===== config.mk =====
export PLATFORM = sky130hd
export DESIGN_NAME = pfp_ctrl_flat
export DESIGN_NICKNAME = d
export VERILOG_FILES = /design/src/rtl/pfp_pkg.sv /design/src/rtl/pfp_if.sv /design/src/rtl/pfp_halt_fsm.sv /design/src/rtl/pfp_ctrl.sv /design/src/flat_wrapper.sv
export SDC_FILE = /design/constraint.sdc
export NUM_CORES = 1
export LEC_CHECK = 0
export CAP_MARGIN = 20
export CORE_MARGIN = 2
export CORE_UTILIZATION = 30
export CTS_CLUSTER_DIAMETER = 120
export DETAILED_ROUTE_END_ITERATION = 12
export GPL_ROUTABILITY_DRIVEN = 0
export SLEW_MARGIN = 10
export SYNTH_ARGS = -nofsm -noshare
export SYNTH_HDL_FRONTEND = slang
export SYNTH_SLANG_ARGS = --single-unit

===== constraint.sdc =====
create_clock -name ec_clk4 -period 3.5 [get_ports ec_clk4]
set_input_delay 0.875 -clock ec_clk4 [delete_from_list [all_inputs] [get_ports ec_clk4]]
set_output_delay 0.875 -clock ec_clk4 [all_outputs]
set_load 0.02 [all_outputs]

===== src/rtl/pfp_pkg.sv =====
// Shared types for the front-panel controller: halt FSM encoding, CTRL
// command bits, fixed register offsets and the status word layout.
package pfp_pkg;

  typedef enum logic [2:0] {
    ST_IDLE    = 3'd0,
    ST_HALTING = 3'd1,
    ST_HALTED  = 3'd2,
    ST_STEP    = 3'd3
  } halt_state_e;

  typedef enum logic [1:0] {
    PEND_NONE   = 2'd0,
    PEND_RESUME = 2'd1,
    PEND_STEP   = 2'd2
  } pend_e;

  typedef enum logic [1:0] {
    CMD_NONE   = 2'd0,
    CMD_HALT   = 2'd1,
    CMD_RESUME = 2'd2,
    CMD_STEP   = 2'd3
  } cmd_e;

  localparam int CTRL_HALT_BIT   = 0;
  localparam int CTRL_RESUME_BIT = 1;
  localparam int CTRL_STEP_BIT   = 2;

  localparam logic [2:0] OFS_SW   = 3'd6;
  localparam logic [2:0] OFS_CTRL = 3'd7;

  // Status word: err_cnt in the top byte, pend and state in the low bits.
  typedef struct packed {
    logic [7:0]  err_cnt;
    logic [2:0]  rsvd;
    pend_e       pend;
    halt_state_e state;
  } status_t;

  function automatic cmd_e decode_ctrl(input logic [2:0] bits);
    if (bits[CTRL_HALT_BIT])   return CMD_HALT;
    if (bits[CTRL_RESUME_BIT]) return CMD_RESUME;
    if (bits[CTRL_STEP_BIT])   return CMD_STEP;
    return CMD_NONE;
  endfunction

endpackage


===== src/rtl/pfp_if.sv =====
// I/O bus seen by the front-panel controller: address, data and strobes.
interface pfp_if;
  logic [15:0] ec_ab;
  logic [15:0] ec_db_in;
  logic [15:0] ec_db_out;
  logic        ec_db_oe;
  logic        ec_nsysdev;
  logic        ec_nr;
  logic        ec_nw;

  modport master (
    output ec_ab, ec_db_in, ec_nsysdev, ec_nr, ec_nw,
    input  ec_db_out, ec_db_oe
  );

  modport slave (
    input  ec_ab, ec_db_in, ec_nsysdev, ec_nr, ec_nw,
    output ec_db_out, ec_db_oe
  );
endinterface


===== src/rtl/pfp_halt_fsm.sv =====
// Halt sequencer: holds HALT# for a minimum time, then services resume/step.
//
//   state      | meaning
//   -----------+--------------------------------------------------------
//   ST_IDLE    | running, HALT# released
//   ST_HALTING | HALT# held, hold counter running down to zero
//   ST_HALTED  | HALT# held, waiting for resume or step
//   ST_STEP    | HALT# released for exactly one clock, then back to HALTED
module pfp_halt_fsm
  import pfp_pkg::*;
#(
  parameter int HALT_HOLD = 16
) (
  input  logic        clk,
  input  logic        rst,
  input  logic        cmd_valid_i,
  input  cmd_e        cmd_i,
  output halt_state_e state_o,
  output pend_e       pend_o,
  output logic        nhalt_oe_o
);

  localparam logic [7:0] HOLD_LOAD = 8'(HALT_HOLD - 1);

  halt_state_e state_q, state_d;
  logic [7:0]  cnt_q, cnt_d;
  pend_e       pend_q, pend_d;
  pend_e       act_q, act_d;
  logic        go_halt, go_resume, go_step;

  assign go_halt   = cmd_valid_i && (cmd_i == CMD_HALT);
  assign go_resume = cmd_valid_i && (cmd_i == CMD_RESUME);
  assign go_step   = cmd_valid_i && (cmd_i == CMD_STEP);

  always_ff @(posedge clk) begin
    if (rst) begin
      state_q <= ST_IDLE;
      cnt_q   <= 8'd0;
      pend_q  <= PEND_NONE;
      act_q   <= PEND_NONE;
    end else begin
      state_q <= state_d;
      cnt_q   <= cnt_d;
      pend_q  <= pend_d;
      act_q   <= act_d;
    end
  end

  always_comb begin
    state_d = state_q;
    cnt_d   = cnt_q;
    pend_d  = pend_q;
    act_d   = PEND_NONE;
    case (state_q)
      ST_IDLE: begin
        if (go_halt) begin
          state_d = ST_HALTING;
          cnt_d   = HOLD_LOAD;
        end
      end
      ST_HALTING: begin
        if (go_resume)    pend_d = PEND_RESUME;
        else if (go_step) pend_d = PEND_STEP;
        if (cnt_q == 8'd0) begin
          // The pending command moves into act_q so HALTED sees it once.
          state_d = ST_HALTED;
          act_d   = pend_d;
          pend_d  = PEND_NONE;
        end else begin
          cnt_d = cnt_q - 8'd1;
        end
      end
      ST_HALTED: begin
        if (go_resume || act_q == PEND_RESUME)  state_d = ST_IDLE;
        else if (go_step || act_q == PEND_STEP) state_d = ST_STEP;
      end
      ST_STEP:  state_d = ST_HALTED;
      default:  state_d = ST_IDLE;
    endcase
  end

  assign state_o    = state_q;
  assign pend_o     = pend_q;
  assign nhalt_oe_o = (state_q == ST_HALTING) || (state_q == ST_HALTED);

endmodule


===== src/rtl/pfp_ctrl.sv =====
// Front-panel I/O block: address decode, write-strobe edge detect, light
// registers, error counter and combinational read mux around the halt FSM.
module pfp_ctrl
  import pfp_pkg::*;
#(
  parameter logic [15:0] BASE      = 16'h0030,
  parameter int          NLIGHTS   = 4,
  parameter int          HALT_HOLD = 16
) (
  input  logic                   ec_clk4,
  input  logic                   ec_reset,
  pfp_if.slave                   bus,
  output logic                   ec_nhalt_oe,
  input  logic [15:0]            sw,
  output logic [16*NLIGHTS-1:0]  lights,
  output logic                   halted
);

  logic                  hit;
  logic [2:0]            ofs;
  logic                  wr_ev;
  logic                  nw_q;
  logic                  blk_q;
  logic [16*NLIGHTS-1:0] lights_q, lights_d;
  logic [7:0]            err_q, err_d;
  logic                  cmd_valid;
  cmd_e                  cmd;
  halt_state_e           state;
  pend_e                 pend;
  status_t               status;
  logic [15:0]           rd_data;

  assign hit = ((bus.ec_ab & 16'hfff8) == BASE) && !bus.ec_nsysdev;
  assign ofs = bus.ec_ab[2:0];

  // blk_q masks a strobe that was already low during reset until it rises.
  assign wr_ev = hit && !bus.ec_nw && nw_q && !blk_q;

  always_ff @(posedge ec_clk4) begin
    if (ec_reset) begin
      nw_q     <= 1'b1;
      blk_q    <= ~bus.ec_nw;
      lights_q <= '0;
      err_q    <= 8'd0;
    end else begin
      nw_q     <= bus.ec_nw;
      blk_q    <= blk_q & ~bus.ec_nw;
      lights_q <= lights_d;
      err_q    <= err_d;
    end
  end

  always_comb begin
    lights_d = lights_q;
    err_d    = err_q;
    for (int k = 0; k < NLIGHTS; k++) begin
      if (wr_ev && ofs == 3'(k)) lights_d[16*k +: 16] = bus.ec_db_in;
    end
    if (wr_ev && int'(ofs) >= NLIGHTS && ofs != OFS_CTRL && err_q != 8'hff) begin
      err_d = err_q + 8'd1;
    end
  end

  assign cmd_valid = wr_ev && (ofs == OFS_CTRL);
  assign cmd       = decode_ctrl(bus.ec_db_in[2:0]);

  pfp_halt_fsm #(
    .HALT_HOLD (HALT_HOLD)
  ) u_halt_fsm (
    .clk         (ec_clk4),
    .rst         (ec_reset),
    .cmd_valid_i (cmd_valid),
    .cmd_i       (cmd),
    .state_o     (state),
    .pend_o      (pend),
    .nhalt_oe_o  (ec_nhalt_oe)
  );

  always_comb begin
    status.err_cnt = err_q;
    status.rsvd    = 3'b000;
    status.pend    = pend;
    status.state   = state;
  end

  always_comb begin
    rd_data = 16'h0000;
    for (int k = 0; k < NLIGHTS; k++) begin
      if (ofs == 3'(k)) rd_data = lights_q[16*k +: 16];
    end
    if (ofs == OFS_SW)   rd_data = sw;
    if (ofs == OFS_CTRL) rd_data = status;
  end

  assign bus.ec_db_out = rd_data;
  assign bus.ec_db_oe  = hit && !bus.ec_nr && bus.ec_nw;
  assign lights        = lights_q;
  assign halted        = (state == ST_HALTED);

endmodule


===== src/flat_wrapper.sv =====
// flat-port wrapper written by rule: the top's interface ports become plain ports
module pfp_ctrl_flat import pfp_pkg::*;
#(
  parameter logic [15:0] BASE      = 16'h0030,
  parameter int          NLIGHTS   = 4,
  parameter int          HALT_HOLD = 16
)
  (ec_clk4, ec_reset, ec_nhalt_oe, sw, lights, halted, bus_ec_ab, bus_ec_db_in, bus_ec_nsysdev, bus_ec_nr, bus_ec_nw, bus_ec_db_out, bus_ec_db_oe);
  pfp_if bus_i ();
  input  logic ec_clk4;
  input  logic ec_reset;
  output logic ec_nhalt_oe;
  input  logic [15:0] sw;
  output logic [16*NLIGHTS-1:0] lights;
  output logic halted;
  input wire logic [$bits(bus_i.ec_ab)-1:0] bus_ec_ab;
  input wire logic [$bits(bus_i.ec_db_in)-1:0] bus_ec_db_in;
  input wire logic [$bits(bus_i.ec_nsysdev)-1:0] bus_ec_nsysdev;
  input wire logic [$bits(bus_i.ec_nr)-1:0] bus_ec_nr;
  input wire logic [$bits(bus_i.ec_nw)-1:0] bus_ec_nw;
  output wire logic [$bits(bus_i.ec_db_out)-1:0] bus_ec_db_out;
  output wire logic [$bits(bus_i.ec_db_oe)-1:0] bus_ec_db_oe;
  assign bus_i.ec_ab = bus_ec_ab;
  assign bus_i.ec_db_in = bus_ec_db_in;
  assign bus_i.ec_nsysdev = bus_ec_nsysdev;
  assign bus_i.ec_nr = bus_ec_nr;
  assign bus_i.ec_nw = bus_ec_nw;
  assign bus_ec_db_out = bus_i.ec_db_out;
  assign bus_ec_db_oe = bus_i.ec_db_oe;
  pfp_ctrl #(.BASE(BASE), .NLIGHTS(NLIGHTS), .HALT_HOLD(HALT_HOLD)) u_core (.ec_clk4(ec_clk4), .ec_reset(ec_reset), .bus(bus_i), .ec_nhalt_oe(ec_nhalt_oe), .sw(sw), .lights(lights), .halted(halted));
endmodule

Word level (Yosys, flattened, before mapping)
Cells that the tools add are included.
{"block": "op_classes", "addsub": 2, "magnitude_cmp": 1, "n_eq_ne": 20, "muxes": 30, "bitwise": 4, "reduce_logical": 31}
{"op": "two-way mux 16 bit", "count": 6}
{"op": "two-way mux 2 bit", "count": 9}
{"op": "logical AND 1 bit", "count": 17}
{"op": "two-way mux 8 bit", "count": 2}
{"op": "one-hot mux 8 bit (2 select lines)", "count": 1}
{"op": "== test 13 x 3 -> 1 bit (second input constant)", "count": 1}
{"op": "== test 3 x 2 -> 1 bit (second input constant)", "count": 4}
{"op": "two-way mux 3 bit", "count": 4}
{"op": "one-hot mux 3 bit (4 select lines)", "count": 1}
{"op": "adder 8 x 1 -> 8 bit (second input constant)", "count": 1}
{"op": "logical NOT 8 bit", "count": 1}
{"op": "inequality test 8 bit (second input constant)", "count": 1}
{"op": "subtractor 8 x 1 -> 8 bit (second input constant)", "count": 1}
{"op": "two-way mux 1 bit", "count": 7}
{"op": "== test 2 bit (second input constant)", "count": 3}
{"op": "== test 3 x 1 -> 1 bit (second input constant)", "count": 2}
{"op": "== test 3 bit (second input constant)", "count": 2}
{"op": "logical NOT 3 bit", "count": 2}
{"op": "inequality test 2 bit (second input constant)", "count": 3}
{"op": "AND reduction 3 bit", "count": 2}
{"op": "== test 2 x 1 -> 1 bit (second input constant)", "count": 2}
{"op": "logical NOT 1 bit", "count": 4}
{"op": ">= comparator 3 bit (second input constant)", "count": 1}
{"op": "logical OR 1 bit", "count": 3}
{"op": "other kinds (6)", "count": 8}
{"block": "totals", "reg_bits": 89, "input_bits": 53, "output_inout_bits": 83, "word_cells": 99}

Longest topological paths before layout
Gate-level depths: netlist (run 1).
{"block": "logic_depth", "ltp_word": 13, "depth_mapped": 8, "depth_no_buf": 7}

Cells and area by module
From an unflattened synthesis (run 1), not the netlist that was laid out.
{"block": "unflattened", "hier_cells": 614, "area_unflattened_um2": 4784.6}
{"mod": "pfp_ctrl", "instances": 1, "cells_each": 516, "area_each_um2": 3926.3, "seq_area_each_um2": 1481.4}
{"mod": "pfp_halt_fsm", "instances": 1, "cells_each": 98, "area_each_um2": 858.3, "seq_area_each_um2": 280.3}

Worst setup path after synthesis (run 1)
Ideal clock, no wire load.
{"block": "synth_timing", "kind": "input port to output port", "from": "input bus_ec_ab[1]", "to": "output bus_ec_db_out[10]", "arrival_ps": 2327, "required_time_ps": 2625, "setup_slack_ps": 298, "path_stages": 6, "path_buffers": 3, "cell_sequence": "buf_2 -> nor2b_1 -> clkbuf_1 -> clkbuf_1 -> a21oi_1 -> o21ai_0"}
{"block": "synth_between", "elab_chain_len": 7, "elab_cells_between_ends": 12, "classes_between": "eq/ne (5); mux (6); reduce/logical (1)"}
{"item": "from (decl)", "line": "flat_wrapper.sv:16", "source": "input wire logic [$bits(bus_i.ec_ab)-1:0] bus_ec_ab;"}
{"item": "logical NOT 3 bit", "line": "pfp_ctrl.sv:89", "source": "if (ofs == 3'(k)) rd_data = lights_q[16*k +: 16];"}
{"item": "two-way mux 16 bit (4 in series)", "line": "pfp_ctrl.sv:89"}
{"item": "two-way mux 16 bit", "line": "pfp_ctrl.sv:91", "source": "if (ofs == OFS_SW) rd_data = sw;"}
{"item": "two-way mux 16 bit *", "line": "pfp_ctrl.sv:92", "source": "if (ofs == OFS_CTRL) rd_data = status;"}
{"item": "to (decl)", "line": "flat_wrapper.sv:21", "source": "output wire logic [$bits(bus_i.ec_db_out)-1:0] bus_ec_db_out;"}
Every way passes the cells marked *; elsewhere a longest branch is shown, timed or not.

Worst setup path after layout (run 1)
{"block": "layout_timing", "from": "input bus_ec_ab[1]", "to": "output bus_ec_db_out[11]"}
Same word-level chain as after synthesis.

==> results of run 1 <==
power groups by stage:
stage	Sequential [mW]	Clock [mW]	Combinational, mW
after global placement	1.04	0	0.303
after detailed placement	1.04	0	0.308
after CTS	1.02	1.01	0.307
after floorplan	1.03	0	0.162
after global routing	1.02	1.05	0.331
final	1.02	0.992	0.307
metrics by stage:
step	setup TNS, ns	total power, mW	utilization
final	0	2.31	0.433
after global routing	0	2.40	0.433
after CTS	0	2.33	0.433
after detailed placement	-2.86	1.35	0.413
after global placement	-2.26	1.34	0.413
after floorplan	0	1.20	-
area by class of cell:
cell class                      count  area share
Clock buffer                       13      0.0412
Clock inverter                      2     0.00573
Inverter                           12     0.00687
Multi-Input combinational cell    415       0.403
Sequential cell                    88       0.269
Tap cell                          188      0.0359
Timing Repair Buffer              163       0.238
flip-flops by register name, indices dropped and copies added, names as in the netlist:
name and count:
u_core.u_halt_fsm.pend_o 2, u_core.nw_q 1, u_core.err_q 8, u_core.u_halt_fsm.state_o 2
u_core.lights 64, u_core.u_halt_fsm.cnt_q 8, u_core.u_halt_fsm.act_q 2, u_core.blk_q 1
cells by family (layout without fill, tap and decap cells):
family	Yosys count	after routing
AND/OR/NAND/NOR	225	225
AO/OA/AOI/OAI	113	113
flip-flops	88	88
multiplexers	62	62
buffers and inverters	50	190
adder cells (fa/ha/maj)	8	8
XOR/XNOR	7	7
synth_stat cells, drive strengths merged (2+ instances only):
| cell | count | area [µm²] |
|---|---|---|
| a21oi | 57 | 285 |
| a22o | 16 | 140 |
| a31oi | 6 | 37.5 |
| and3 | 2 | 12.5 |
| and4 | 4 | 35.0 |
| buf | 16 | 85.1 |
| clkbuf | 22 | 82.6 |
| dfxtp | 88 | 1760 |
| ha | 8 | 100 |
| inv | 12 | 45.0 |
| mux2 | 12 | 135 |
| mux2i | 50 | 500 |
| nand2 | 93 | 349 |
| nand2b | 4 | 25.0 |
| nand3 | 8 | 45.0 |
| nand3b | 2 | 15.0 |
| nand4 | 4 | 55.1 |
| nand4b | 4 | 35.0 |
| nor2 | 67 | 259 |
| nor2b | 3 | 18.8 |
| nor3 | 8 | 40.0 |
| nor3b | 2 | 15.0 |
| nor4 | 8 | 80.1 |
| nor4b | 2 | 38.8 |
| o21ai | 22 | 110 |
| or2 | 3 | 18.8 |
| or3 | 2 | 12.5 |
| or4b | 3 | 30.0 |
| xnor2 | 7 | 61.3 |
cell usage in the layout, fill, tap and decap left out, types with 2 or more instances in the layout:
cell type | netlist | layout
and3_1 | 2 | 2
mux2_2 | 12 | 12
nand3_1 | 7 | 7
clkbuf_8 | 0 | 3
clkbuf_16 | 0 | 9
a21oi_1 | 57 | 57
nand4_4 | 2 | 2
nor3_1 | 8 | 8
mux2i_1 | 50 | 50
buf_4 | 2 | 24
nor4_1 | 6 | 6
nand2_1 | 93 | 93
or3_1 | 2 | 2
xnor2_1 | 7 | 7
nor4_4 | 2 | 2
clkdlybuf4s50_1 | 0 | 115
ha_1 | 8 | 8
or2_2 | 3 | 3
and4_1 | 4 | 4
o21ai_0 | 21 | 21
a31oi_1 | 6 | 6
a22o_1 | 16 | 16
nand3b_1 | 2 | 2
buf_2 | 8 | 2
nand4_1 | 2 | 2
inv_1 | 12 | 12
nor3b_1 | 2 | 2
nor2_1 | 66 | 66
buf_6 | 1 | 2
buf_12 | 0 | 2
or4b_1 | 3 | 3
nor2b_1 | 3 | 3
nand4b_1 | 4 | 4
dlygate4sd2_1 | 0 | 18
dfxtp_1 | 88 | 88
nand2b_1 | 4 | 4
timing repair:
item | 4_1_cts | 5_1_grt
hold buffers | 0 | 0
gates resized for setup | 20 | 0
setup endpoints to repair | 17 | 0
critical path: cells and delay by family:
family | cells | cell delay [ns]
and+or+nand+nor | 1 | 0.18
buffers and inverters | 3 | 1.06
AOI/OAI and AO/OA | 2 | 0.28
per-layer routing:
metal | routed length (µm) | up-vias | track usage
met5 | 0 | - | 0
met4 | 472 | 0 | 0.0860
met1 | 6820 | 2129 | 0.238
met3 | 710 | 31 | 0.0288
li1 | - | 2205 | -
met2 | 7190 | 129 | 0.314
worst min path at each step:
stage,depth (start not counted),to,from
floorplan,2,u_core.u_halt_fsm.act_q[1],u_core.u_halt_fsm.pend_o[1]
global placement,2,u_core.lights[13],u_core.lights[13]
detailed placement,2,u_core.lights[13],u_core.lights[13]
CTS,2,u_core.lights[13],u_core.lights[13]
global route,2,u_core.lights[11],u_core.lights[11]
finish,2,u_core.lights[13],u_core.lights[13]
==> results.py, run 1 <==
metrics = {
    "synthesis": {
        "netlist_instances": 553,
        "syn-cell-area_um2": 4620,
        "syn_avg_cell_area_um2": 8.35,
        "synth-xor-area-share": 0.0133,
        "synth_fa_ha_area_frac": 0.0217,
        "ys_types": 56,
        "synth-seq-area-share": 0.381,
        "synth-simple-area-share": 0.248,
        "async_flop_share": 0,
        "ys_warn_count": 0,
        "synth_compound_area_frac": 0.151,
        "synth_ff_type": "dfxtp_1",
        "synth_mux_area_frac": 0.138,
        "synth_nets": 614,
        "synth_top_family_by_area": "simple AND/OR/NAND/NOR gates",
        "synth_edf_count": 0,
        "ys_seq_elements": 88,
    },
    "setup_path": {
        "r2r_slack_ns": 1.38,
        "crit-reg2reg-capture": "u_core.u_halt_fsm.act_q[1]",
        "crit_start": "bus_ec_ab[1]",
        "path_max_fanout": 9,
        "worstReg2RegStart": "u_core.u_halt_fsm.state_o[1]",
        "crit_type": "in -> out",
        "crit_end": "bus_ec_db_out[11]",
        "cp_cell_sequence": "clkdlybuf4s50_1 -> nor2b_1 -> buf_4 -> a21oi_1 -> o21ai_0 -> dlygate4sd2_1",
        "cpMaxStageDelayCell": "clkdlybuf4s50_1",
        "cpPeakStageDelay_ns": 0.50,
        "critPathArrivalTime_ns": 2.40,
        "setup.worst_path.end_class": "output port",
        "start_kind": "input port",
        "r2r_cells": 6,
        "crit_required_ns": 2.62,
    },
    "pwr": {
        "seqPwrFrac": 0.439,
        "p_leak_nw": 2.66,
        "swShare": 0.242,
        "irDropWorstVdd_v": 0.000228,
        "p_switching_mw": 0.560,
        "p_clk_frac": 0.429,
        "combPwrFrac": 0.132,
        "p_int_mw": 1.75,
        "p_per_area_nw_per_um2": 353,
    },
    "layout": {
        "area_growth_pct": 41.9,
        "seq_area_um2": 1760,
        "multiInputGateArea_um2": 2640,
        "final_cell_area_um2": 6560,
        "diodes": 0,
        "nets": 750,
        "final_layout_size_suffix_gt1_frac": 0.104,
        "instances_no_fill": 881,
        "fillers": 1489,
    },
    "placed_design": {
        "place_inst": 866,
        "dp_hpwl_um": 11300,
        "post-place-ws_ns": -0.292,
        "placed_area_um2": 6260,
        "portBuffers": 135,
    },
    "routing": {
        "ant_nets": 0,
        "drc": 0,
        "wl_per_cell_um": 17.2,
        "drtIter0Drc": 248,
        "via_per_inst": 5.10,
        "drt_pass1_iterations": 4,
        "wirelength_um": 15200,
        "vias": 4494,
    },
    "hold_path": {
        "min_path_type": "reg -> reg",
    },
    "timing": {
        "setup_viol": 0,
        "hold_viol_final": 0,
        "timing.fmax_mhz": 305,
        "period_minus_slack_ns": 3.27,
        "worst_slack_ns": 0.225,
        "whs_ns": 0.476,
        "fin_worst_skew_ns": 0.00450,
        "timing.final.crit_share": 0.936,
        "rsz0062_at_grt": "false",
        "worstMarginPinSlew_ns": 0.560,
        "drv_slew": 0,
        "slew_headroom": 0.625,
    },
    "global_routing": {
        "grt_antenna_before_repair": 0,
        "gr-total-overflow": 0,
        "grt_max_degree": 45,
        "grt_pass1_vias": 4531,
        "track_usage": 0.187,
        "grt_pass1_wl_um": 24300,
    },
    "clock_network": {
        "clock_latency_ns": 0.33,
        "clk_pin_slew_ns": 0.06,
        "root_buffer": "clkbuf_16",
        "cts_tree": "done",
        "h-tree-depth": 3,
        "clock_sinks": 88,
        "numCtsBuffers": 9,
        "cts_setup_buffers": 0,
        "max-clock-path-buffers": 2,
    },
    "die": {
        "die_area_um2": 16400,
        "core_area_um2": 15100,
        "rows": 45,
        "die_w_um": 128,
        "start_util": 0.305,
        "die_h_um": 128,
        "io_pins": 136,
    },
    "job": {
        "cap_violations": 0,
    },
    "run_status": {
        "outcome": "completed",
    },
}
Note: power is estimated with default switching activity, not from simulation.
==> run 2: changes to the inputs <==
--- a/constraint.sdc
+++ b/constraint.sdc
@@ -3,2 +3,2 @@
 set_output_delay 0.875 -clock ec_clk4 [all_outputs]
-set_load 0.02 [all_outputs]
+set_load 0.05 [all_outputs]
==> run 2 against run 1 <==
Against the previous run:
- worst hold slack worse by 0.0018 ns
- combinational power is 11% higher
- clock skew rose by 0.0016 ns
- power increased by 1.9%
- clock-buffer cell count decreased by 2
- core utilization increased by 1.1 points
- clock power about the same
- sequential power about the same
- flip-flop and latch count unchanged
- non-clock buffer count fell by 5
- critical path type unchanged
- critical endpoint is now bus_ec_db_out[15]
- largest power group unchanged
==> results.py, run 2 (synthesis gave the netlist of run 1 again) <==
metrics = {
    "timing": {
        "slew_headroom": 0.518,
        "setup_viol": 0,
        "hold_viol_final": 0,
        "timing.final.crit_share": 0.970,
        "tns_ns": 0,
        "drv_slew": 0,
        "period_minus_slack_ns": 3.39,
        "timing.fmax_mhz": 295,
        "rsz0062_at_grt": "false",
        "fin_worst_skew_ns": 0.00612,
        "worstMarginPinSlew_ns": 0.724,
    },
    "global_routing": {
        "grt_antenna_before_repair": 0,
        "track_usage": 0.190,
        "grt_pass1_vias": 4682,
        "grt_max_degree": 54,
        "gr-total-overflow": 0,
        "grt_pass1_wl_um": 24600,
    },
    "setup_path": {
        "setup.worst_path.end_class": "output port",
        "critPathArrivalTime_ns": 2.52,
        "crit_type": "in -> out",
        "crit_required_ns": 2.62,
        "path_max_fanout": 15,
        "start_kind": "input port",
    },
    "clock_network": {
        "numCtsBuffers": 9,
        "cts_setup_buffers": 0,
        "clock_sinks": 88,
        "clock_latency_ns": 0.33,
        "clk_pin_slew_ns": 0.06,
        "max-clock-path-buffers": 2,
        "root_buffer": "clkbuf_16",
        "ctsHoldBuffers": 0,
        "h-tree-depth": 3,
        "cts_tree": "done",
    },
    "routing": {
        "vias": 4576,
        "drc": 0,
        "via_per_inst": 5.22,
        "ant_nets": 0,
        "drtIter0Drc": 290,
        "wl_per_cell_um": 17.7,
        "drt_pass1_iterations": 5,
        "wirelength_um": 15500,
    },
    "layout": {
        "largest_register_ffs": 64,
        "nets": 745,
        "final_common_cell": "clkdlybuf4s50_1",
        "final_cell_mix": "115 x clkdlybuf4s50_1, 93 x nand2_1, 88 x dfxtp_1",
        "instances_no_fill": 876,
        "final_layout_size_suffix_gt1_frac": 0.124,
        "diodes": 0,
        "area_growth_pct": 45.7,
    },
    "placed_design": {
        "portBuffers": 135,
        "dp_hpwl_um": 11400,
        "place_inst": 861,
    },
    "die": {
        "rows": 45,
        "die_h_um": 128,
        "core_area_um2": 15100,
        "io_pins": 136,
        "die_area_um2": 16400,
        "start_util": 0.305,
        "die_w_um": 128,
    },
    "run_status": {
        "outcome": "completed",
    },
    "pwr": {
        "irDropWorstVdd_v": 0.000239,
        "p_per_area_nw_per_um2": 350,
        "p_leak_nw": 2.66,
    },
    "hold_path": {
        "min_path_type": "reg -> reg",
    },
    "job": {
        "cap_violations": 0,
    },
}
## run 2: cell count changes in the layout (fill, tap and decap cells not counted), moves of 2 or more
cell,change
o21ai_1,+16
o21ai_0,-16
clkbuf_8,-3
dlygate4sd2_1,-18
buf_12,+18
buf_4,-6
clkinv_2,+2
## run 2: repair_timing
| action | CTS | global route |
|---|---|---|
| endpoints found under the setup margin | 0 | 15 |
| endpoints found under the hold margin | 0 | 0 |
| resized for setup | 0 | 4 |
## run 2: metal layers
layer | share of wire | vias up | global-route usage
met5 | 0 | - | 0
met4 | 0.013 | 0 | 0.0627
met3 | 0.062 | 14 | 0.0334
met2 | 0.48 | 167 | 0.320
met1 | 0.45 | 2199 | 0.246
li1 | - | 2196 | -
## run 2: worst paths after layout
| check | from | endpoint | slack (ns) | cells after the start |
|---|---|---|---|---|
| worst min-delay path | u_core.lights[15] | u_core.lights[15] | 0.47 | 2 |
| worst max-delay path | bus_ec_ab[1] | bus_ec_db_out[15] | 0.11 | 6 |
| worst min register to register | u_core.lights[15] | u_core.lights[15] | 0.47 | 2 |
| worst max register to register | u_core.u_halt_fsm.cnt_q[0] | u_core.u_halt_fsm.state_o[0] | 1.38 | 7 |
## run 2: area by class of cell
| class | count | area [µm²] |
|---|---|---|
| Clock buffer | 11 | 233 |
| Timing Repair Buffer | 158 | 1730 |
| Sequential cell | 88 | 1760 |
| Tap cell | 188 | 235 |
| Inverter | 12 | 45.0 |
| Multi-Input combinational cell | 415 | 2650 |
| Fill cell | 1444 | 8420 |
| Clock inverter | 4 | 70.1 |
## run 2: through the flow
| step | area, µm² | power [mW] | hold WS (ns) | utilization | setup slack, ns |
|---|---|---|---|---|---|
| 5_1_grt | 6730 | 2.43 | 0.500 | 0.444 | 0.0402 |
| 2_1_floorplan | 4620 | 1.22 | 0.453 | - | 0.0474 |
| 6_report | 6730 | 2.36 | 0.474 | 0.444 | 0.106 |
| 3_5_place_dp | 6410 | 1.38 | 0.464 | 0.423 | 0.0255 |
| 3_3_place_gp | 6410 | 1.37 | 0.457 | 0.423 | 0.0436 |
| 4_1_cts | 6720 | 2.37 | 0.478 | 0.443 | 0.0113 |
## run 2: where the power goes
part | switching [mW] | total (mW) | internal [mW] | leakage, nW
registers | 0.00743 | 1.01 | 1.01 | 0.709
logic | 0.193 | 0.342 | 0.149 | 1.80
clock network | 0.381 | 1.00 | 0.620 | 0.149
total | 0.581 | 2.36 | 1.78 | 2.66
## run 2: worst max-delay path, stage by stage
cell             delay, ns
clkdlybuf4s50_1       0.54
nor2b_1               0.33
buf_12                0.21
a21oi_1               0.09
o21ai_1               0.28
buf_12                0.18
